==> config.mk <==
export PLATFORM = sky130hd
export DESIGN_NAME = message_receiver
export DESIGN_NICKNAME = d
export VERILOG_FILES = /design/src/rtl/message_receiver.sv
export SDC_FILE = /design/constraint.sdc
export NUM_CORES = 1
export LEC_CHECK = 0
export CAP_MARGIN = 10
export CORE_ASPECT_RATIO = 2
export CORE_MARGIN = 2
export CORE_UTILIZATION = 53
export CTS_BUF_LIST = sky130_fd_sc_hd__clkbuf_8
export DETAILED_ROUTE_END_ITERATION = 8
export GPL_TIMING_DRIVEN = 0
export HOLD_SLACK_MARGIN = 0.06
export PLACE_DENSITY = 0.77
export SLEW_MARGIN = 20
export SYNTH_ARGS = -nofsm -noshare
export SYNTH_HDL_FRONTEND = slang
export SYNTH_SLANG_ARGS = --single-unit
export TNS_END_PERCENT = 20
==> constraint.sdc <==
create_clock -name clk -period 1.7 [get_ports clk]
set_input_delay 0.255 -clock clk [delete_from_list [all_inputs] [get_ports clk]]
set_output_delay 0.255 -clock clk [all_outputs]
set_load 0.01 [all_outputs]
==> src/rtl/message_receiver.sv <==
// Serial message receiver: mid-bit samples a start/message/pad frame and presents the message.
// Result pulse (msg_valid or frame_err) comes one cycle after the final sample; no backpressure, the consumer must take each pulse.
module message_receiver #(
  parameter int BIT_PERIOD = 1024,
  parameter int MSG_W      = 5,
  parameter int FRAME_BITS = 10
) (
  input  logic             clk,
  input  logic             reset,
  input  logic             en,
  input  logic             ser_in,
  output logic [MSG_W-1:0] msg_out,
  output logic             msg_valid,
  output logic             frame_err,
  output logic             busy
);

  localparam int PW = (BIT_PERIOD > 1) ? $clog2(BIT_PERIOD) : 1;
  localparam int BW = (FRAME_BITS > 1) ? $clog2(FRAME_BITS) : 1;

  localparam logic [PW-1:0] HALF_LAST  = PW'(BIT_PERIOD / 2 - 1);
  localparam logic [PW-1:0] PER_LAST   = PW'(BIT_PERIOD - 1);
  localparam logic [BW-1:0] MSG_LAST   = BW'(MSG_W);
  localparam logic [BW-1:0] FRAME_LAST = BW'(FRAME_BITS - 1);
  localparam bit            NO_PAD     = (FRAME_BITS == MSG_W + 1);

  typedef enum logic [2:0] {
    IDLE,
    START_CHK,
    DATA,
    PAD,
    DONE
  } state_e;

  state_e           state_q, state_d;
  logic             sync1_q, ser_s_q, ser_d_q;
  logic [PW-1:0]    per_cnt_q, per_cnt_d;
  logic [BW-1:0]    bit_cnt_q, bit_cnt_d;
  logic [MSG_W-1:0] shift_q, shift_d;
  logic [MSG_W:0]   shift_ext;
  logic             pad_err_q, pad_err_d;
  logic [MSG_W-1:0] msg_out_q, msg_out_d;
  logic             msg_valid_q, msg_valid_d;
  logic             frame_err_q, frame_err_d;
  logic             tick;
  logic             rise;

  assign rise = ser_s_q & ~ser_d_q;

  // Sample strobe: half a bit into the start bit, then once per full bit period.
  always_comb begin
    tick = 1'b0;
    case (state_q)
      START_CHK: tick = (per_cnt_q == HALF_LAST);
      DATA, PAD: tick = (per_cnt_q == PER_LAST);
      default:   tick = 1'b0;
    endcase
  end

  always_ff @(posedge clk or negedge reset) begin
    if (!reset) begin
      sync1_q <= 1'b0;
      ser_s_q <= 1'b0;
      ser_d_q <= 1'b0;
      state_q <= IDLE;
    end else begin
      sync1_q <= ser_in;
      ser_s_q <= sync1_q;
      ser_d_q <= ser_s_q;
      state_q <= state_d;
    end
  end

  always_comb begin
    state_d = state_q;
    case (state_q)
      IDLE: begin
        if (en && rise) state_d = START_CHK;
      end
      START_CHK: begin
        if (tick) state_d = ser_s_q ? DATA : IDLE;
      end
      DATA: begin
        if (tick && (bit_cnt_q == MSG_LAST)) state_d = NO_PAD ? DONE : PAD;
      end
      PAD: begin
        if (tick && (bit_cnt_q == FRAME_LAST)) state_d = DONE;
      end
      DONE:    state_d = IDLE;
      default: state_d = IDLE;
    endcase
  end

  // Datapath: period/bit counters, message shift register, sticky pad error.
  always_comb begin
    per_cnt_d = per_cnt_q;
    bit_cnt_d = bit_cnt_q;
    shift_d   = shift_q;
    pad_err_d = pad_err_q;
    shift_ext = {shift_q, ser_s_q};
    case (state_q)
      IDLE: begin
        per_cnt_d = '0;
        bit_cnt_d = '0;
      end
      START_CHK: begin
        if (tick) begin
          per_cnt_d = '0;
          bit_cnt_d = ser_s_q ? BW'(1) : '0;
        end else begin
          per_cnt_d = per_cnt_q + PW'(1);
        end
      end
      DATA, PAD: begin
        if (tick) begin
          per_cnt_d = '0;
          bit_cnt_d = (bit_cnt_q == FRAME_LAST) ? '0 : bit_cnt_q + BW'(1);
          if (state_q == DATA) shift_d = shift_ext[MSG_W-1:0];
          else                 pad_err_d = pad_err_q | ser_s_q;
        end else begin
          per_cnt_d = per_cnt_q + PW'(1);
        end
      end
      DONE: begin
        per_cnt_d = '0;
        bit_cnt_d = '0;
        pad_err_d = 1'b0;
      end
      default: begin
        per_cnt_d = '0;
        bit_cnt_d = '0;
      end
    endcase
  end

  always_comb begin
    msg_valid_d = (state_q == DONE) && !pad_err_q;
    frame_err_d = (state_q == DONE) && pad_err_q;
    msg_out_d   = msg_valid_d ? shift_q : msg_out_q;
  end

  always_ff @(posedge clk or negedge reset) begin
    if (!reset) begin
      per_cnt_q   <= '0;
      bit_cnt_q   <= '0;
      shift_q     <= '0;
      pad_err_q   <= 1'b0;
      msg_out_q   <= '0;
      msg_valid_q <= 1'b0;
      frame_err_q <= 1'b0;
    end else begin
      per_cnt_q   <= per_cnt_d;
      bit_cnt_q   <= bit_cnt_d;
      shift_q     <= shift_d;
      pad_err_q   <= pad_err_d;
      msg_out_q   <= msg_out_d;
      msg_valid_q <= msg_valid_d;
      frame_err_q <= frame_err_d;
    end
  end

  assign msg_out   = msg_out_q;
  assign msg_valid = msg_valid_q;
  assign frame_err = frame_err_q;
  assign busy      = (state_q != IDLE);

endmodule

# ---- After elaboration in Yosys (flattened, before gate mapping)
# Cells that the tools add are included.
dict set report totals {
  out_inout_bits 8
  wordCells 62
  register_bits 33
}
dict set report classes {
  n_reduce_logical 15
  n_addsub 2
  n_eq_ne 14
  bitwise 3
  muxes 17
}
# cell count
set ops {}
lappend ops {{2-to-1 mux 10 bit} 2}
lappend ops {{2-to-1 mux 3 bit} 4}
lappend ops {{2-to-1 mux 4 bit} 3}
lappend ops {{inequality test 2 bit (second input constant)} 6}
lappend ops {{one-hot mux 3 bit (4 select lines)} 1}
lappend ops {{adder 10 x 1 -> 10 bit (second input constant)} 1}
lappend ops {{equality test 10 bit (second input constant)} 1}
lappend ops {{equality test 10 x 9 -> 1 bit (second input constant)} 1}
lappend ops {{one-hot mux 4 bit (2 select lines)} 1}
lappend ops {{equality test 3 x 2 -> 1 bit (second input constant)} 2}
lappend ops {{AND reduction 3 bit} 2}
lappend ops {{logical AND 1 bit} 5}
lappend ops {{adder 4 x 1 -> 4 bit (second input constant)} 1}
lappend ops {{equality test 4 x 3 -> 1 bit (second input constant)} 1}
lappend ops {{equality test 4 bit (second input constant)} 1}
lappend ops {{one-hot mux 1 bit (2 select lines)} 2}
lappend ops {{AND reduction 4 bit} 1}
lappend ops {{equality test 3 x 1 -> 1 bit (second input constant)} 1}
lappend ops {{equality test 3 bit (second input constant)} 1}
lappend ops {{zero test 3 bit} 1}
lappend ops {{2-to-1 mux 1 bit} 3}
lappend ops {{nonzero test 3 bit} 1}
lappend ops {{OR reduction 3 bit} 1}
lappend ops {{2-to-1 mux 2 bit} 1}
lappend ops {{7 further kinds} 7}

# ---- Logic depth before layout (Yosys ltp)
dict set report logic_depth {
  word_depth 6
  depth_mapped 6
  depth_no_buf 6
}

# ---- Worst setup path before layout
# No wires, ideal clock.
dict set report synth_timing {
  kind {register -> register}
  startpoint {register per_cnt_q[0]}
  endpoint {register shift_q[1]}
  path_stages_with_launch 6
  slack_ns -0.136
  synth_period_minus_slack_ns 1.836
  arrival_time_ns 1.711
  required_ns 1.575
  path_cell_list {dfrtp_1 > ha_1 > nand4_1 > or3_1 > nor2_2 > mux2_2}
}
dict set report synth_via {
  elab_chain_cells 3
  elab_cells_between_ends 4
  classes_between {eq/ne: 2; mux: 1; reduce/logical: 1}
}
# element line
set synth_lines {}
lappend synth_lines {{start, declared} 37} ;# logic [PW-1:0] per_cnt_q, per_cnt_d;
lappend synth_lines {{start signal, assigned} 152} ;# per_cnt_q <= per_cnt_d;
lappend synth_lines {{equality test 10 bit or equality test 10 x 9 -> 1 bit (tied branches)} {55, 54}}
lappend synth_lines {{one-hot mux 1 bit (2 select lines) (*)} 53} ;# case (state_q)
lappend synth_lines {{AND reduction 3 bit (no line) (*)} --}
lappend synth_lines {{end signal, assigned} 154} ;# shift_q <= shift_d;
lappend synth_lines {{end, declared} 39} ;# logic [MSG_W-1:0] shift_q, shift_d;
# Every way passes the cells marked *; elsewhere a longest branch is shown, timed or not.
# A chain may end at the register's enable or synchronous reset.

# ---- Worst setup path after layout
dict set report layout_timing {
  startpoint {register per_cnt_q[5]}
  endpoint {register shift_q[0]}
}
# The elaborated chain is that of the path after synthesis.

==> flow_metrics.py <==
metrics = {
    "run_status": {
        "status": "finished with violations",
        "violations": "negative setup slack",
    },
    "synthesis": {
        "syn_area_um2": 1480,
        "syn_inst": 131,
        "yosys-top-cells-count": "33 x dfrtp_1, 18 x nor2_1, 8 x mux2_2, 8 x nand2_1",
        "synth_edf_count": 0,
        "synth_most_common_cell": "dfrtp_1",
        "ys.flop_type": "dfrtp_1",
        "synth_top_area_frac": 0.558,
        "yosysSeqAreaShare": 0.558,
        "ys_async_sr_fraction": 1.00,
        "syn_area_per_cell_um2": 11.3,
        "synth_area_leaders": "dfrtp_1 56%, mux2_2 6.1%, nor2_1 4.6%",
        "yosys_warnings": 0,
        "ys_ff_latch": 33,
        "yosys.area.top_type": "dfrtp_1",
        "syn-num-nets": 138,
        "synth_cell_types": 38,
    },
    "routing": {
        "drc_errors": 0,
        "drtPass1Iterations": 4,
        "viasPerCell": 5.84,
        "wl_met2_mm": 1.85,
        "dr_wl_met3_um": 97,
        "highest_layer": "met4",
        "routed_wl_mm": 3.37,
        "final_antenna_net_count": 0,
        "routedWlPerCell_um": 17.3,
        "drt_iter0_drc": 34,
        "vias": 1133,
        "wl_met1_mm": 1.25,
    },
    "sta": {
        "final-max-slew-violation-count": 0,
        "period_needed_ps": 1770,
        "setup_viol": 7,
        "worst_slack_ps": -71.1,
        "tns_ps": -350,
        "finalCritPeriodShare": 1.04,
        "worstMarginPinSlew_ps": 719,
        "max-slew-margin-rel": 0.520,
        "hold_viol_final": 0,
        "fmax_ghz": 0.565,
        "rsz0062_at_grt": "true",
        "clock_skew_ps": 12.1,
    },
    "worst_setup_path": {
        "arrival_ps": 1950,
        "slowest_delay_ps": 450,
        "crit_type": "register to register",
        "start_kind": "register",
        "cp_data_required_time_ps": 1880,
        "path_cells": "nand4_1 > or3_4 > nor2_4 > mux2_1",
        "cp_slowest_cell": "or3_4",
        "path_delay_family": "simple AND/OR/NAND/NOR gates",
        "path_max_fanout": 6,
        "cp.buffers_inverters": 0,
        "crit_path_end_kind": "register",
    },
    "floorplanning": {
        "row_count": 27,
        "core_area_um2": 2700,
        "ioPinCount": 12,
        "die_height_um": 78.7,
        "start_util": 0.547,
        "die_area_um2": 3250,
        "die_x_um": 41.4,
    },
    "grt": {
        "grt_usage": 0.227,
        "grt_first_pass_wirelength_mm": 4.86,
        "overflow": 0,
        "grt_pass1_vias": 1175,
        "grt_max_degree": 34,
        "antenna_found_initial": 0,
    },
    "cts": {
        "cts.sinks": 33,
        "clock_latency_ps": 290,
        "cts_buffers": 5,
        "cts_tree": "done",
        "cts_buffer_depth": 2,
        "htreeDepth": 2,
        "cts_root_buf": "clkbuf_8",
        "cts.clk_slew.worst_paths_ps": 70,
    },
    "place": {
        "portBuffers": 11,
        "dpl_cell_area_um2": 1630,
        "dp.cells": 171,
        "place_congestion": 0.804,
        "hpwl_mm": 1.92,
    },
    "cells_and_area": {
        "stdcell_area_um2": 1960,
        "nNetsFinal": 171,
        "diodes": 0,
        "layout.cells.non_filler": 194,
        "drive_gt1_frac": 0.303,
        "syn2layout_area_growth_pct": 32.7,
    },
    "power_and_ir_drop": {
        "total_leakage_power_nw": 0.909,
        "peakVddDrop_v": 0.00116,
        "power.density_nw_per_um2": 1110,
    },
    "flow_run": {
        "cap_violations": 0,
    },
    "hold_path": {
        "hp-class": "register to register",
    },
}
==> cells in the final DEF (no fill, tap or decap), types with 2 or more instances in the layout <==
cell type and instances:
dfrtp_1 31, nor2_1 16, buf_4 14, clkdlybuf4s50_1 9, nand2_1 8, clkbuf_8 6
mux2_2 6, xor2_1 4, nand3_1 4, xnor2_1 4, inv_1 4, mux2_4 4
nand4_1 3, nor3_1 3, a31oi_1 3, or3_1 2, nor2_4 2, nand3b_1 2
nand2b_1 2, o21ai_0 2, a21oi_1 2, ha_1 2, bufinv_16 2, buf_2 2
dfrtp_2 2
==> metal layers <==
| layer | up-vias | GRT usage |
|---|---|---|
| li1 | 529 | - |
| met1 | 562 | 0.225 |
| met2 | 28 | 0.366 |
| met3 | 14 | 0.0726 |
| met4 | 0 | 0.155 |
| met5 | - | 0 |
==> sequential cells by signal, indices dropped and copies added (netlist names) <==
register,flops
per_cnt_q,10
msg_valid,1
ser_d_q,1
ser_s_q,1
frame_err,1
bit_cnt_q,4
sync1_q,1
pad_err_q,1
state_q,3
msg_out,5
shift_q,5
==> area by class of cell <==
class | instances | area [µm²]
well taps | 29 | 36.3
inverters | 4 | 15.0
plain buffers | 3 | 26.3
fillers | 194 | 739
multi-input cells | 91 | 696
clock inverters | 3 | 65.1
clock buffers | 5 | 68.8
flip-flops and latches | 33 | 828
repair buffers | 26 | 228
==> logic make-up after synthesis <==
| family | synth area share |
|---|---|
| and+or+nand+nor | 0.193 |
| DFF | 0.558 |
| AOI/OAI and AO/OA | 0.0736 |
| muxes | 0.0838 |
| xor gates and xnor gates | 0.0474 |
| buffers and inverters | 0.0186 |
| adders and majority gates | 0.0254 |
==> power by group <==
part           switching [W]  internal, W  total [W]
logic               0.000162     0.000189   0.000351
clock network       0.000292     0.000582   0.000874
registers          0.0000915     0.000855   0.000947
total               0.000545      0.00163    0.00217
==> through the flow <==
step | hold WS (ps) | worst slack (ps) | utilization | power (W)
after floorplan | -40.6 | 5.88 | - | 0.00111
after CTS | 356 | -21.3 | 0.690 | 0.00212
final | 353 | -71.1 | 0.726 | 0.00217
after global placement | 335 | -221 | 0.606 | 0.00119
after detailed placement | 341 | -236 | 0.604 | 0.00119
after global routing | 368 | -148 | 0.726 | 0.00226
==> path summary, 6_finish.rpt <==
path	startpoint	to	slack, ps	cells after the start
min in group asynchronous	reset	state_q[2]	550	2
hold / removal	sync1_q	ser_s_q	350	0
setup / recovery	per_cnt_q[5]	shift_q[0]	-70	4
setup reg to reg	per_cnt_q[5]	shift_q[0]	-70	4
hold reg to reg	sync1_q	ser_s_q	350	0
max in group asynchronous	reset	state_q[0]	650	2
==> repair_timing <==
action,CTS,global route
resized for setup,17,8
hold buffers,1,0
endpoints found under the hold margin,33,0
buffers inserted,6,8
pin swaps,4,3
endpoints found under the setup margin,23,25
gates cloned,0,0
Note: power is estimated with default switching activity, not from simulation.
